--- src/rtl/sram_port_arbiter_if.sv ---
// sram_port_arbiter_if
//   Bundles everything the arbiter exchanges with its two requesters
//   (instruction fetch and load/store) and with the single-port SRAM.
//
//   Fetch side    : inst_req, inst_addr -> inst_addr_ok, inst_data_ok, inst_rdata
//   Load/store    : data_req, data_wr, data_wstrb, data_addr, data_wdata
//                   -> data_addr_ok, data_data_ok, data_rdata
//   SRAM side     : sram_en, sram_we, sram_addr, sram_wdata <- sram_rdata
//
//   slave  : the arbiter's view (takes requests, drives grants and SRAM controls)
//   master : the environment's view (requesters plus the SRAM itself)
interface sram_port_arbiter_if;
    logic        inst_req;
    logic [31:0] inst_addr;
    logic        inst_addr_ok;
    logic        inst_data_ok;
    logic [31:0] inst_rdata;

    logic        data_req;
    logic        data_wr;
    logic [3:0]  data_wstrb;
    logic [31:0] data_addr;
    logic [31:0] data_wdata;
    logic        data_addr_ok;
    logic        data_data_ok;
    logic [31:0] data_rdata;

    logic        sram_en;
    logic [3:0]  sram_we;
    logic [31:0] sram_addr;
    logic [31:0] sram_wdata;
    logic [31:0] sram_rdata;

    modport slave (
        input  inst_req, inst_addr,
        output inst_addr_ok, inst_data_ok, inst_rdata,
        input  data_req, data_wr, data_wstrb, data_addr, data_wdata,
        output data_addr_ok, data_data_ok, data_rdata,
        output sram_en, sram_we, sram_addr, sram_wdata,
        input  sram_rdata
    );

    modport master (
        output inst_req, inst_addr,
        input  inst_addr_ok, inst_data_ok, inst_rdata,
        output data_req, data_wr, data_wstrb, data_addr, data_wdata,
        input  data_addr_ok, data_data_ok, data_rdata,
        input  sram_en, sram_we, sram_addr, sram_wdata,
        output sram_rdata
    );
endinterface

--- src/rtl/sram_port_arbiter.sv ---
// sram_port_arbiter
//   Shares one single-port SRAM between the instruction fetch port and the
//   load/store port. At most one access is granted per cycle; load/store
//   normally wins, but once STARVE_MAX consecutive data grants have been made
//   while a fetch is waiting, the fetch is forced through. Every granted
//   access gets its data_ok exactly one cycle later, routed back to whichever
//   port owned the grant.
//
//   Parameters
//     STARVE_MAX : data grants tolerated back-to-back while inst_req waits (1..15)
//   Ports
//     clk  : clock, rising edge
//     rst  : synchronous, active-high reset
//     bus  : sram_port_arbiter_if.slave (requests, grants, responses, SRAM controls)
module sram_port_arbiter #(
    parameter int STARVE_MAX = 4
) (
    input logic               clk,
    input logic               rst,
    sram_port_arbiter_if.slave bus
);

    localparam logic [1:0] OWNER_NONE = 2'd0;
    localparam logic [1:0] OWNER_INST = 2'd1;
    localparam logic [1:0] OWNER_DATA = 2'd2;

    localparam logic [3:0] STARVE_LIMIT = 4'(STARVE_MAX);

    logic [1:0] owner;
    logic [3:0] starve_cnt;
    logic       starved;
    logic       inst_grant;
    logic       data_grant;

    // Data has priority unless the fetch has already been passed over
    // STARVE_LIMIT times in a row. Both grants are forced low during reset so
    // nothing reaches the SRAM while the owner register is being cleared.
    always_comb begin
        starved    = bus.inst_req && (starve_cnt == STARVE_LIMIT);
        inst_grant = !rst && bus.inst_req && (starved || !bus.data_req);
        data_grant = !rst && bus.data_req && !inst_grant;
    end

    // Steer the winning request onto the SRAM. Address and write data are
    // zeroed when idle so the bus is quiet during reset and between accesses.
    always_comb begin
        bus.sram_en    = 1'b0;
        bus.sram_we    = 4'h0;
        bus.sram_addr  = 32'h0;
        bus.sram_wdata = 32'h0;
        if (inst_grant) begin
            bus.sram_en   = 1'b1;
            bus.sram_addr = bus.inst_addr;
        end else if (data_grant) begin
            bus.sram_en    = 1'b1;
            bus.sram_addr  = bus.data_addr;
            bus.sram_wdata = bus.data_wdata;
            bus.sram_we    = bus.data_wr ? bus.data_wstrb : 4'h0;
        end
    end

    assign bus.inst_addr_ok = inst_grant;
    assign bus.data_addr_ok = data_grant;

    // The owner register says who issued last cycle's access. Gating with rst
    // drops the response of a grant made just before reset asserted.
    assign bus.inst_data_ok = !rst && (owner == OWNER_INST);
    assign bus.data_data_ok = !rst && (owner == OWNER_DATA);

    assign bus.inst_rdata = bus.sram_rdata;
    assign bus.data_rdata = bus.sram_rdata;

    // Owner is rewritten every cycle so a new grant can overlap the response
    // of the previous one. The starvation count only grows while a fetch is
    // actually waiting; it can never pass STARVE_LIMIT because reaching it
    // forces an inst grant, which clears it.
    always_ff @(posedge clk) begin
        if (rst) begin
            owner      <= OWNER_NONE;
            starve_cnt <= 4'd0;
        end else begin
            if (inst_grant) begin
                owner <= OWNER_INST;
            end else if (data_grant) begin
                owner <= OWNER_DATA;
            end else begin
                owner <= OWNER_NONE;
            end

            if (inst_grant || !bus.inst_req) begin
                starve_cnt <= 4'd0;
            end else if (data_grant) begin
                starve_cnt <= starve_cnt + 4'd1;
            end
        end
    end

endmodule

--- src/flat_wrapper.sv ---
// flat-port wrapper written by rule: the top's interface ports become plain ports
module sram_port_arbiter_flat 
#(
    parameter int STARVE_MAX = 4
)
  (clk, rst, bus_inst_req, bus_inst_addr, bus_inst_addr_ok, bus_inst_data_ok, bus_inst_rdata, bus_data_req, bus_data_wr, bus_data_wstrb, bus_data_addr, bus_data_wdata, bus_data_addr_ok, bus_data_data_ok, bus_data_rdata, bus_sram_en, bus_sram_we, bus_sram_addr, bus_sram_wdata, bus_sram_rdata);
  sram_port_arbiter_if bus_i ();
  input logic clk;
  input logic rst;
  input wire logic [$bits(bus_i.inst_req)-1:0] bus_inst_req;
  input wire logic [$bits(bus_i.inst_addr)-1:0] bus_inst_addr;
  output wire logic [$bits(bus_i.inst_addr_ok)-1:0] bus_inst_addr_ok;
  output wire logic [$bits(bus_i.inst_data_ok)-1:0] bus_inst_data_ok;
  output wire logic [$bits(bus_i.inst_rdata)-1:0] bus_inst_rdata;
  input wire logic [$bits(bus_i.data_req)-1:0] bus_data_req;
  input wire logic [$bits(bus_i.data_wr)-1:0] bus_data_wr;
  input wire logic [$bits(bus_i.data_wstrb)-1:0] bus_data_wstrb;
  input wire logic [$bits(bus_i.data_addr)-1:0] bus_data_addr;
  input wire logic [$bits(bus_i.data_wdata)-1:0] bus_data_wdata;
  output wire logic [$bits(bus_i.data_addr_ok)-1:0] bus_data_addr_ok;
  output wire logic [$bits(bus_i.data_data_ok)-1:0] bus_data_data_ok;
  output wire logic [$bits(bus_i.data_rdata)-1:0] bus_data_rdata;
  output wire logic [$bits(bus_i.sram_en)-1:0] bus_sram_en;
  output wire logic [$bits(bus_i.sram_we)-1:0] bus_sram_we;
  output wire logic [$bits(bus_i.sram_addr)-1:0] bus_sram_addr;
  output wire logic [$bits(bus_i.sram_wdata)-1:0] bus_sram_wdata;
  input wire logic [$bits(bus_i.sram_rdata)-1:0] bus_sram_rdata;
  assign bus_i.inst_req = bus_inst_req;
  assign bus_i.inst_addr = bus_inst_addr;
  assign bus_inst_addr_ok = bus_i.inst_addr_ok;
  assign bus_inst_data_ok = bus_i.inst_data_ok;
  assign bus_inst_rdata = bus_i.inst_rdata;
  assign bus_i.data_req = bus_data_req;
  assign bus_i.data_wr = bus_data_wr;
  assign bus_i.data_wstrb = bus_data_wstrb;
  assign bus_i.data_addr = bus_data_addr;
  assign bus_i.data_wdata = bus_data_wdata;
  assign bus_data_addr_ok = bus_i.data_addr_ok;
  assign bus_data_data_ok = bus_i.data_data_ok;
  assign bus_data_rdata = bus_i.data_rdata;
  assign bus_sram_en = bus_i.sram_en;
  assign bus_sram_we = bus_i.sram_we;
  assign bus_sram_addr = bus_i.sram_addr;
  assign bus_sram_wdata = bus_i.sram_wdata;
  assign bus_i.sram_rdata = bus_sram_rdata;
  sram_port_arbiter #(.STARVE_MAX(STARVE_MAX)) u_core (.clk(clk), .rst(rst), .bus(bus_i));
endmodule
--- config.mk ---
export PLATFORM = sky130hd
export DESIGN_NAME = sram_port_arbiter_flat
export DESIGN_NICKNAME = d
export VERILOG_FILES = /design/src/rtl/sram_port_arbiter_if.sv /design/src/rtl/sram_port_arbiter.sv /design/src/flat_wrapper.sv
export SDC_FILE = /design/constraint.sdc
export NUM_CORES = 1
export LEC_CHECK = 0
export ABC_AREA = 1
export CORE_AREA = 2 2 105 107
export CTS_CLUSTER_SIZE = 30
export DETAILED_ROUTE_END_ITERATION = 8
export DIE_AREA = 0 0 107 109
export GPL_ROUTABILITY_DRIVEN = 0
export GPL_TIMING_DRIVEN = 0
export PLACE_DENSITY = 0.58
export SLEW_MARGIN = 30
export SYNTH_ARGS = -nofsm -noshare
export SYNTH_HDL_FRONTEND = slang
export SYNTH_SLANG_ARGS = --single-unit
export TNS_END_PERCENT = 50
--- constraint.sdc ---
create_clock -name clk -period 1.8 [get_ports clk]
set_clock_uncertainty 0.1 [all_clocks]
set_input_delay 0.36 -clock clk [delete_from_list [all_inputs] [get_ports clk]]
set_output_delay 0.36 -clock clk [all_outputs]
set_load 0.02 [all_outputs]
# == Word-level counts from Yosys, hierarchy flattened ==
# Cells that the tools add are included.
# Widths: inputs -> output; s select.
# op_classes
n_addsub,1
n_eq_ne,3
n_mux,11
n_reduce_logical,15
# op_table
op,n
$mux 32,4
$mux 4,3
$logic_and 1x1->1,7
$add 4x1->4 const B,1
$eq 4x3->1 const B,1
$logic_not 1->1,4
$reduce_or 2->1,2
$mux 1,3
$eq 2x1->1 const B,1
$eq 2x2->1 const B,1
$logic_or 1x1->1,2
$mux 2,1
# word_totals
regBits,6
inputBits,137
output_inout_bits,137
wordCells,33

# == Longest topological paths before layout ==
# logic_depth
word_depth,8
ltp_mapped,10
depth_no_buf,9

# == Worst setup path before layout ==
# No wires, ideal clock.
# synth_timing
path_kind,register to output
start,register u_core.starve_cnt[0]
end,output port bus_sram_addr[22]
arrival_ns,1.349
t_required_ns,1.340
path_slack_ns,-0.009
path_stages_with_launch,11
path_buffers,1
path_cell_list,dfxtp_1 -> inv_1 -> ha_1 -> nand3_2 -> nand2_2 -> nand2_4 -> nand2_4 -> inv_2 -> buf_6 -> nand2_1 -> nand2_1
# synth_between
elab_chain_cells,8
# synth_rtl
element,line_no,text
start: declaration,sram_port_arbiter.sv:30,logic [3:0] starve_cnt;
start signal: assignment,sram_port_arbiter.sv:93,starve_cnt <= starve_cnt + 4'd1;
$eq 4x3->1,sram_port_arbiter.sv:39,starved = bus.inst_req && (starve_cnt == STARVE_LIMIT);
$logic_and 1x1->1,sram_port_arbiter.sv:39,
$logic_or 1x1->1,sram_port_arbiter.sv:40,inst_grant = !rst && bus.inst_req && (starved || !bus.data_req);
$logic_and 1x1->1,sram_port_arbiter.sv:40,
$logic_not 1->1,sram_port_arbiter.sv:41,data_grant = !rst && bus.data_req && !inst_grant;
$logic_and 1x1->1,sram_port_arbiter.sv:41,
named net bus_data_addr_ok,flat_wrapper.sv:20,output wire logic [$bits(bus_i.data_addr_ok)-1:0] bus_data_addr_ok;
$mux 32,sram_port_arbiter.sv:54,end else if (data_grant) begin
$mux 32,sram_port_arbiter.sv:51,if (inst_grant) begin
end: declaration,flat_wrapper.sv:25,output wire logic [$bits(bus_i.sram_addr)-1:0] bus_sram_addr;
# The timed path passes the listed nets, and every way through them passes these cells.

# == Worst setup path in the final report ==
# layout_timing
start,register u_core.starve_cnt[0]
end,output port bus_sram_addr[19]
# layout_between
elab_chain_cells,8
# layout_rtl
element,line_no
$eq 4x3->1 (*),sram_port_arbiter.sv:39
$logic_and 1x1->1 (*),sram_port_arbiter.sv:39
$logic_or 1x1->1 (*),sram_port_arbiter.sv:40
$logic_and 1x1->1 (*),sram_port_arbiter.sv:40
$logic_not 1->1,sram_port_arbiter.sv:41
$logic_and 1x1->1,sram_port_arbiter.sv:41
$mux 32,sram_port_arbiter.sv:54
$mux 32 (*),sram_port_arbiter.sv:51
# Mark *: on every way between the ends. The rest lies on a longest branch, timed or not.

==> results.py <==
metrics = {
    "global_routing": {
        "grtUsageMet2": 0.232,
        "grt_util_met1": 0.106,
        "grt.overflow.total": 0,
        "grt_pass1_wl_mm": 10.4,
        "grt_pass1_vias": 2280,
        "use_met3": 0.0281,
        "track_usage": 0.108,
        "busiest_layer": "met2",
        "grt_max_degree": 11,
        "antenna_found_initial": 0,
    },
    "worst_setup_path": {
        "endpoint_kind": "primary output",
        "crit_buf_inv": 5,
        "critPathTopFamily": "buffers and inverters",
        "cpMostUsedCell": "nand2_4",
        "path_cells": "inv_2 -> ha_4 -> nand3_4 -> nand2_4 -> nand2_8 -> nand2_8 -> inv_12 -> buf_12 -> buf_8 -> nand2_4 -> nand2_4 -> buf_6",
        "worstPathRequired_ns": 1.34,
        "max_stage_delay_ns": 0.31,
        "slowest_stage": "dfxtp_2",
        "start_kind": "flop",
        "worstPathArrival_ns": 1.63,
        "cp_max_fo": 6,
        "crit_type": "flop to primary output",
    },
    "floorplanning": {
        "core_mm2": 0.0106,
        "die_x_um": 107,
        "fp.dieH_um": 109,
        "rows": 38,
        "initial_utilization": 0.144,
        "die-area_mm2": 0.0117,
        "io_pins": 274,
    },
    "drt": {
        "ant_nets": 0,
        "drt-initial-drc-count": 56,
        "vias": 2557,
        "first_pass_iters": 4,
        "via_per_inst": 3.70,
        "drc": 0,
        "drt-total-wl_mm": 7.73,
        "wire_per_inst_um": 11.2,
    },
    "timing": {
        "period_share": 1.16,
        "setup_viol": 70,
        "hold_violations": 0,
        "grt_setup_unrepaired": "true",
        "slew_headroom": 0.806,
        "min_period_ns": 2.09,
        "worst_slew_pin_slew_ns": 0.291,
        "slew_violations": 0,
        "setup_slack_ns": -0.293,
        "clock.fmax_ghz": 0.478,
    },
    "cells_and_area": {
        "area_delta_synth_final_pct": 232,
        "fillers": 1029,
        "post_route_cells_drive_above_1_share": 0.503,
        "finalNetCount": 692,
        "antenna_cells": 0,
    },
    "synthesis": {
        "synthCells": 286,
        "syn_avg_cell_area_um2": 5.35,
        "synth-simple-area-share": 0.401,
        "yosysUniqueCellTypes": 20,
        "synth-main-ff-cell": "dfxtp_1",
        "synth_sequential_area_ratio": 0.0786,
        "synth_nets": 425,
        "ys.warnings.count": 0,
        "syn-cell-area_mm2": 0.00153,
        "synthArstFlopShare": 0,
        "synth_edf_count": 0,
        "synth_top_family_by_area": "buffers and inverters",
        "synth_compound_area_frac": 0.0221,
        "yosys.area_share.xor_xnor": 0.00573,
        "synth-seq-cells": 6,
        "synthMuxAreaShare": 0,
        "synthAdderAreaFrac": 0.0164,
    },
    "clock_tree": {
        "cts_buffer_depth": 2,
        "cts_sinks": 6,
        "ctsHoldBuffers": 0,
        "cts_tree": "done",
        "clk_latency_ns": 0.22,
        "cts-htree-levels": 1,
        "numCtsBuffers": 3,
        "clk_pin_slew_ns": 0.04,
        "cts-root-buf": "clkbuf_8",
    },
    "pwr": {
        "powerDensity_mw_per_mm2": 301,
        "vdd_drop_max_uv": 196,
        "power_mw": 1.53,
        "leakagePower_nw": 2.53,
    },
    "status": {
        "violations": "setup timing",
        "outcome": "finished with violations",
    },
    "placed_design": {
        "place.detailed.hpwl_mm": 6.11,
        "place_ws_ns": -1.06,
        "numPortBuffers": 241,
    },
    "hold_path": {
        "holdCritPathClass": "flop to flop",
    },
    "flow_run": {
        "cap_viol_max_count": 0,
    },
}
[state kept, by name (all words and copies together) (netlist names)]
register / flops
u_core.owner: 2
u_core.starve_cnt: 4
[cell type report]
cell class	count	area [um^2]	area share
sequential	6	123	0.0242
tap	140	175	0.0345
inverter	44	204	0.0402
clock buffer	3	41.3	0.00814
multi-input combinational	162	1170	0.230
buffer	73	623	0.123
timing repair buffer	262	2730	0.538
timing repair inverter	1	11.3	0.00222
[worst register-to-register path, stage by stage, from the launching register on]
cell       delay, ns
dfxtp_2         0.31
inv_2           0.07
ha_4            0.14
nand3_4         0.07
nand2_4         0.10
nand2_8         0.07
nand2_8         0.12
buf_4           0.16
clkbuf_16       0.15
nand2_1         0.05
a21oi_1         0.11
[path summary, 6_finish.rpt]
path | depth (start not counted) | startpoint | to | slack (ns)
worst max-delay path | 12 | u_core.starve_cnt[0] | bus_sram_addr[19] | -0.29
worst min-delay path | 2 | u_core.starve_cnt[3] | u_core.starve_cnt[3] | 0.38
worst max register to register | 10 | u_core.starve_cnt[0] | u_core.starve_cnt[3] | 0.30
worst min register to register | 2 | u_core.starve_cnt[3] | u_core.starve_cnt[3] | 0.38
[metal layers]
metal	vias up	wire length [um]
li1	1291	-
met1	1131	2540
met2	135	4410
met3	0	780
met4	0	0
met5	-	0
[cell usage in the layout, fill, tap and decap left out, drive strengths merged]
cell and instances:
a21oi 3, buf 162, clkbuf 5, clkdlybuf4s15 1, clkdlybuf4s50 165, clkinv 1
dfxtp 6, dlygate4sd2 5, ha 2, inv 44, nand2 108, nand3 5
nand4 1, nor2 39, nor3 1, o21bai 2, xor2 1
[repair_timing]
item,in CTS,in global routing
cloned,4,3
setup buffers,12,4
pin swaps,21,26
setup endpoints to repair,73,70
gates resized for setup,499,90
[Yosys cell counts, types with 2 or more instances]
library cell  number  area [um^2]
nor2_1            38          143
dfxtp_1            6          120
buf_6              4         45.0
a21oi_1            2         10.0
inv_2              2         7.51
nand2_1          105          394
buf_4             67          503
o21bai_1           2         15.0
nand2_4            2         22.5
inv_1             42          158
nand3_1            4         20.0
ha_1               2         25.0
buf_2              3         15.0
[through the flow]
| stage | hold slack [ns] | TNS [ns] | utilization | instances | instance area, um^2 |
|---|---|---|---|---|---|
| after floorplan | 0.352 | -0.00793 | - | 286 | 1550 |
| after global placement | 0.373 | -63.20 | 0.390 | 667 | 4140 |
| after detailed placement | 0.384 | -64.17 | 0.390 | 667 | 4140 |
| after CTS | 0.388 | -16.20 | 0.441 | 686 | 4680 |
| after global routing | 0.438 | -19.32 | 0.479 | 691 | 5070 |
| final | 0.385 | -14.49 | 0.479 | 691 | 5070 |
[power by group]
group	switching (mW)	leakage [nW]	total, mW	internal, mW
Sequential	0.00189	0.0498	0.140	0.138
Clock	0.0508	0.0216	0.194	0.143
Combinational	0.506	2.46	1.19	0.689
[cells by family after synthesis]
logic type	count (synthesis)
AOI/OAI and AO/OA	5
xor gates and xnor gates	1
adders and majority gates	2
buffers and inverters	118
DFF	6
and+or+nand+nor	154
(Power assumes the default switching activity.)
